`config.mk`:
```
export PLATFORM = sky130hd
export DESIGN_NAME = wb_forward_unit
export DESIGN_NICKNAME = d
export VERILOG_FILES = /design/src/rtl/core_pkg.sv /design/src/rtl/fwd_mux.sv /design/src/rtl/wb_forward_unit.sv
export SDC_FILE = /design/constraint.sdc
export NUM_CORES = 1
export LEC_CHECK = 0
export ABC_CLOCK_PERIOD_IN_PS = 5200
export BUFFER_PORTS_ARGS = -buffer_cell sky130_fd_sc_hd__clkbuf_2
export CORE_ASPECT_RATIO = 0.75
export CORE_UTILIZATION = 50
export CTS_CLUSTER_DIAMETER = 120
export CTS_CLUSTER_SIZE = 8
export DETAILED_ROUTE_END_ITERATION = 12
export PLACE_DENSITY_LB_ADDON = 0.08
export SETUP_SLACK_MARGIN = 0.5
export SYNTH_ARGS = -nofsm -noshare
export SYNTH_HDL_FRONTEND = slang
export SYNTH_SLANG_ARGS = --single-unit
```
`constraint.sdc`:
```
create_clock -name clk -period 5.2 [get_ports clk]
set_clock_uncertainty 0.1 [all_clocks]
set_input_delay 0.26 -clock clk [delete_from_list [all_inputs] [get_ports clk]]
set_output_delay 0.26 -clock clk [all_outputs]
set_load 0.05 [all_outputs]
```
`src/rtl/core_pkg.sv`:
```
// Shared core constants and the operand forward-select encoding.
// No logic, no latency, no flow control.
package core_pkg;
    localparam int DW     = 32;
    localparam int AW     = 5;
    localparam int CW     = 16;
    localparam int R_ZERO = 0;

    typedef enum logic [2:0] {
        FWD_ZERO,
        FWD_EX,
        FWD_MEM,
        FWD_WB,
        FWD_RF
    } fwd_sel_e;
endpackage

```
`src/rtl/fwd_mux.sv`:
```
// Priority bypass select for one decode operand: R0, EX, MEM, WB, then register file.
// Purely combinational, zero latency; no backpressure (load-in-EX simply falls through).
module fwd_mux
    import core_pkg::*;
#(
    parameter int DW = core_pkg::DW,
    parameter int AW = core_pkg::AW
) (
    input  logic [AW-1:0] addr_i,
    input  logic          ex_live_i,
    input  logic          ex_rw_i,
    input  logic          ex_md_i,
    input  logic [AW-1:0] ex_da_i,
    input  logic [DW-1:0] ex_f_i,
    input  logic          m_valid_i,
    input  logic          m_rw_i,
    input  logic [AW-1:0] m_da_i,
    input  logic [DW-1:0] m_d_i,
    input  logic          w_valid_i,
    input  logic          w_rw_i,
    input  logic [AW-1:0] w_da_i,
    input  logic [DW-1:0] w_d_i,
    input  logic [DW-1:0] rf_i,
    output logic [DW-1:0] op_o
);
    fwd_sel_e sel;
    logic     ex_hit;
    logic     m_hit;
    logic     w_hit;

    always_comb begin
        ex_hit = ex_live_i & ex_rw_i & (ex_da_i == addr_i);
        m_hit  = m_valid_i & m_rw_i & (m_da_i == addr_i);
        w_hit  = w_valid_i & w_rw_i & (w_da_i == addr_i);

        // A load still in EX has no data yet; older stages or the RF win instead.
        sel = FWD_RF;
        if (addr_i == AW'(R_ZERO))  sel = FWD_ZERO;
        else if (ex_hit && !ex_md_i) sel = FWD_EX;
        else if (m_hit)              sel = FWD_MEM;
        else if (w_hit)              sel = FWD_WB;

        case (sel)
            FWD_ZERO: op_o = '0;
            FWD_EX:   op_o = ex_f_i;
            FWD_MEM:  op_o = m_d_i;
            FWD_WB:   op_o = w_d_i;
            default:  op_o = rf_i;
        endcase
    end
endmodule

```
`src/rtl/wb_forward_unit.sv`:
```
// MEM/WB pipeline, register-file write port, operand bypass and load-use stall detection.
// Write lands 2 edges after EX; no backpressure, stall is a combinational request to upstream.
module wb_forward_unit
    import core_pkg::*;
#(
    parameter int DW = core_pkg::DW,
    parameter int AW = core_pkg::AW,
    parameter int CW = core_pkg::CW
) (
    input  logic          clk,
    input  logic          rst_n,
    input  logic          ex_valid,
    input  logic          ex_rw,
    input  logic [AW-1:0] ex_da,
    input  logic          ex_md,
    input  logic [DW-1:0] ex_f,
    input  logic          flush,
    input  logic [DW-1:0] mem_rdata,
    input  logic [AW-1:0] id_aa,
    input  logic [AW-1:0] id_ba,
    input  logic [DW-1:0] reg_a,
    input  logic [DW-1:0] reg_b,
    output logic [DW-1:0] op_a,
    output logic [DW-1:0] op_b,
    output logic          stall,
    output logic          RW,
    output logic [AW-1:0] DA,
    output logic [DW-1:0] BUS_D,
    output logic [CW-1:0] stall_cnt
);
    logic          m_valid_q, m_rw_q, m_md_q;
    logic [AW-1:0] m_da_q;
    logic [DW-1:0] m_f_q;
    logic [DW-1:0] m_d;
    logic          w_valid_q, w_rw_q;
    logic [AW-1:0] w_da_q;
    logic [DW-1:0] w_d_q;
    logic [CW-1:0] stall_cnt_q, stall_cnt_d;
    logic          ex_live;

    assign ex_live = ex_valid & ~flush;
    assign m_d     = m_md_q ? mem_rdata : m_f_q;

    assign stall = ex_live & ex_rw & ex_md & (ex_da != AW'(R_ZERO)) &
                   ((ex_da == id_aa) | (ex_da == id_ba));

    always_comb begin
        stall_cnt_d = stall_cnt_q;
        if (stall && (stall_cnt_q != '1)) stall_cnt_d = stall_cnt_q + 1'b1;
    end

    always_ff @(posedge clk) begin
        if (!rst_n) begin
            m_valid_q   <= 1'b0;
            m_rw_q      <= 1'b0;
            m_md_q      <= 1'b0;
            m_da_q      <= '0;
            m_f_q       <= '0;
            w_valid_q   <= 1'b0;
            w_rw_q      <= 1'b0;
            w_da_q      <= '0;
            w_d_q       <= '0;
            stall_cnt_q <= '0;
        end else begin
            m_valid_q   <= ex_live;
            // Writes to R0 are dropped here so the port never asserts with DA=0.
            m_rw_q      <= ex_rw & (ex_da != AW'(R_ZERO));
            m_md_q      <= ex_md;
            m_da_q      <= ex_da;
            m_f_q       <= ex_f;
            w_valid_q   <= m_valid_q;
            w_rw_q      <= m_rw_q;
            w_da_q      <= m_da_q;
            w_d_q       <= m_d;
            stall_cnt_q <= stall_cnt_d;
        end
    end

    assign RW        = w_valid_q & w_rw_q;
    assign DA        = w_da_q;
    assign BUS_D     = w_d_q;
    assign stall_cnt = stall_cnt_q;

    fwd_mux #(.DW(DW), .AW(AW)) u_fwd_a (
        .addr_i    (id_aa),
        .ex_live_i (ex_live),
        .ex_rw_i   (ex_rw),
        .ex_md_i   (ex_md),
        .ex_da_i   (ex_da),
        .ex_f_i    (ex_f),
        .m_valid_i (m_valid_q),
        .m_rw_i    (m_rw_q),
        .m_da_i    (m_da_q),
        .m_d_i     (m_d),
        .w_valid_i (w_valid_q),
        .w_rw_i    (w_rw_q),
        .w_da_i    (w_da_q),
        .w_d_i     (w_d_q),
        .rf_i      (reg_a),
        .op_o      (op_a)
    );

    fwd_mux #(.DW(DW), .AW(AW)) u_fwd_b (
        .addr_i    (id_ba),
        .ex_live_i (ex_live),
        .ex_rw_i   (ex_rw),
        .ex_md_i   (ex_md),
        .ex_da_i   (ex_da),
        .ex_f_i    (ex_f),
        .m_valid_i (m_valid_q),
        .m_rw_i    (m_rw_q),
        .m_da_i    (m_da_q),
        .m_d_i     (m_d),
        .w_valid_i (w_valid_q),
        .w_rw_i    (w_rw_q),
        .w_da_i    (w_da_q),
        .w_d_i     (w_d_q),
        .rf_i      (reg_b),
        .op_o      (op_b)
    );
endmodule

```
==> metrics <==
status complete, no violations; via-per-instance ratio 5.82; final WL 18200 um; Clock transition at path regs 70 ps; Initial DRC Count 341; hold slack final 58.7 ps; largest net degree at the start of global routing 81; Synthesis Warnings 0; syn_nets 775; clock sinks 95; # fillers 912; initial antenna violation count 1; Slew Viols, Final 0; post_cts resized 0; Post-synth ARST share 0%; Seq/Total Area, Yosys 34.9%; clk_lat worst skew 340 ps; commonest non-fill, non-tap cell in the layout clkbuf_2; WHS Endpoint m_f_q[29]; hold path cells 2; clk root buf clkbuf_16; CTS Hold Bufs 0; critical setup path kind flip-flop to output port; most frequent cells in the layout 267 x clkbuf_2, 94 x dfxtp_1, 77 x and2_1; CTS Buf Count 9; Finish-stage setup viols 0; antenna diode count 0; die area 11300 um^2; H-tree levels 3; Final ANT Viol Nets 0; Synth Cell Area 5450 um^2; Starting Density 52.2%; number of setup buffers added after CTS 0; Distinct cells, synth 47; worst vdd ir 0.000167 V; CORE AREA 10500 um^2; first-pass GRT wire length 28200 um; die width 123 um; CP max stage delay 990 ps; max cap viols 0; GRT Resource Usage Total 32.0%; RSZ-0062 raised after global routing no; CP cell instances xor2_1, nor4_1, nand3_1, nand3_2, a2bb2oi_1, clkbuf_2; WP data required 4840 ps; Longest Clk Path Bufs 2; crit path capture type output port; GP Congestion 0.912; Slew headroom 22.7%; hpwl dp 12900 um; ys flop type dfxtp_1; worst hold start ex_f[29]; PwrDens 271 nW/um^2; worst flop-to-flop path endpoint stall_cnt[14]; routed len/inst 18.2 um; crit path max fanout 33; layout cells sized above 1 38.5%; drc violations 0; Critical Path AT 3540 ps; CP max stage cell nand3_2; sequential cell area 1900 um^2; actual slew at the worst max-slew pin 1160 ps; Pleak 3.23 nW; Reg2Reg Setup Slack 3140 ps; dpl ws 1570 ps; Die Y 92.5 um; CP startpoint kind flip-flop; RR Startpoint stall_cnt[0]; Setup TNS 0 ps; fin crit period 3900 ps; Final #Nets 1011; EDFF count, synth 0; Yosys reg bits 95; vias post-DR 5829; standard-cell row count 32; Post-Syn Area per Cell 8.73 um^2; final number of hold-violating endpoints 0; CTS tree yes; grt ovf 0; Synth-to-Final Area Change 30.6%; Synth Instances 625; Top-Level Pins 268; vias in the first global route 5598; final worst-path cycle share 74.9%; Multi-input gate area 3310 um^2; 1st-pass router iterations 5; setup slack after layout 1300 ps; worst hold path class input port to flip-flop; FF-to-FF path depth 7; port bufs 267; Max Fclk 257 MHz
-- state kept, by name, summed over array words and instances (netlist names) --
name,flops
BUS_D,32
DA,5
m_da_q,5
m_f_q,32
m_md_q,1
m_rw_q,1
m_valid_q,1
stall_cnt,16
w_rw_q,1
w_valid_q,1
-- power by group --
part / internal, mW / switching (mW) / total, mW
combinational: 0.149 / 0.297 / 0.446
sequential: 0.761 / 0.0247 / 0.785
clock: 0.431 / 0.271 / 0.702
-- kinds of logic (layout without fill, tap and decap cells) --
kind of cell / after synthesis / in the layout / synth area share, %
adders and majority gates: 1 / 1 / 0.229
muxes: 32 / 32 / 6.56
xor gates and xnor gates: 36 / 36 / 5.78
and+or+nand+nor: 255 / 255 / 25.2
DFF: 95 / 95 / 34.9
buffers and inverters: 57 / 297 / 4.61
AOI/OAI and AO/OA: 149 / 149 / 22.8
-- final cells by class --
cell class | count | area share (%)
multi-input combinational | 473 | 46.5
sequential | 95 | 26.7
timing repair buffer | 276 | 19.7
clock buffer | 11 | 3.41
tap | 136 | 2.39
clock inverter | 4 | 0.983
inverter | 6 | 0.316
-- worst max-delay path, delay by kind of cell, from the launching register on --
family | cells | cell delay (ps)
AND/OR/NAND/NOR | 3 | 2110
AO/OA/AOI/OAI | 1 | 250
flip-flops | 1 | 340
buffers and inverters | 1 | 310
XOR/XNOR | 1 | 170
-- synthesized netlist by cell type (all sizes together) (5+ instances only) --
library cell	instances	area [um^2]
or3	34	213
a2bb2oi	64	561
xor2	27	236
clkbuf	30	113
nor2	22	82.6
mux2	30	338
o211ai	30	225
o21ai	7	35.0
buf	21	116
xnor2	9	78.8
a21oi	7	38.8
nand3	16	95.1
o221ai	32	280
dfxtp	95	1900
inv	5	18.8
nand2	77	292
and2	77	482
nand4	6	43.8
-- routing by layer --
layer  vias up  track usage, %  wire, um
met3        22            7.08      1160
li1       2759               -         -
met2       257            56.9      9140
met5         -               0         0
met1      2791            38.4      7640
met4         0            9.15       264
-- worst max-delay path by stage --
stage | to | startpoint | slack [ps]
floorplan | op_a[10] | DA[1] | 2270
global placement | op_b[7] | id_ba[3] | 1680
detailed placement | op_b[16] | id_ba[3] | 1570
CTS | op_b[16] | DA[3] | 1230
global route | op_b[16] | DA[3] | 990
finish | op_b[16] | DA[3] | 1300
-- metrics by stage --
stage | power (mW) | cells | area, um^2 | util, %
finish | 1.93 | 1001 | 7130 | 68.2
detailed placement | 1.25 | 986 | 6810 | 65.2
CTS | 1.94 | 1001 | 7130 | 68.2
floorplan | 1.10 | 625 | 5450 | -
global route | 2.00 | 1001 | 7130 | 68.2
global placement | 1.24 | 986 | 6810 | 65.2
(Power assumes the default switching activity.)
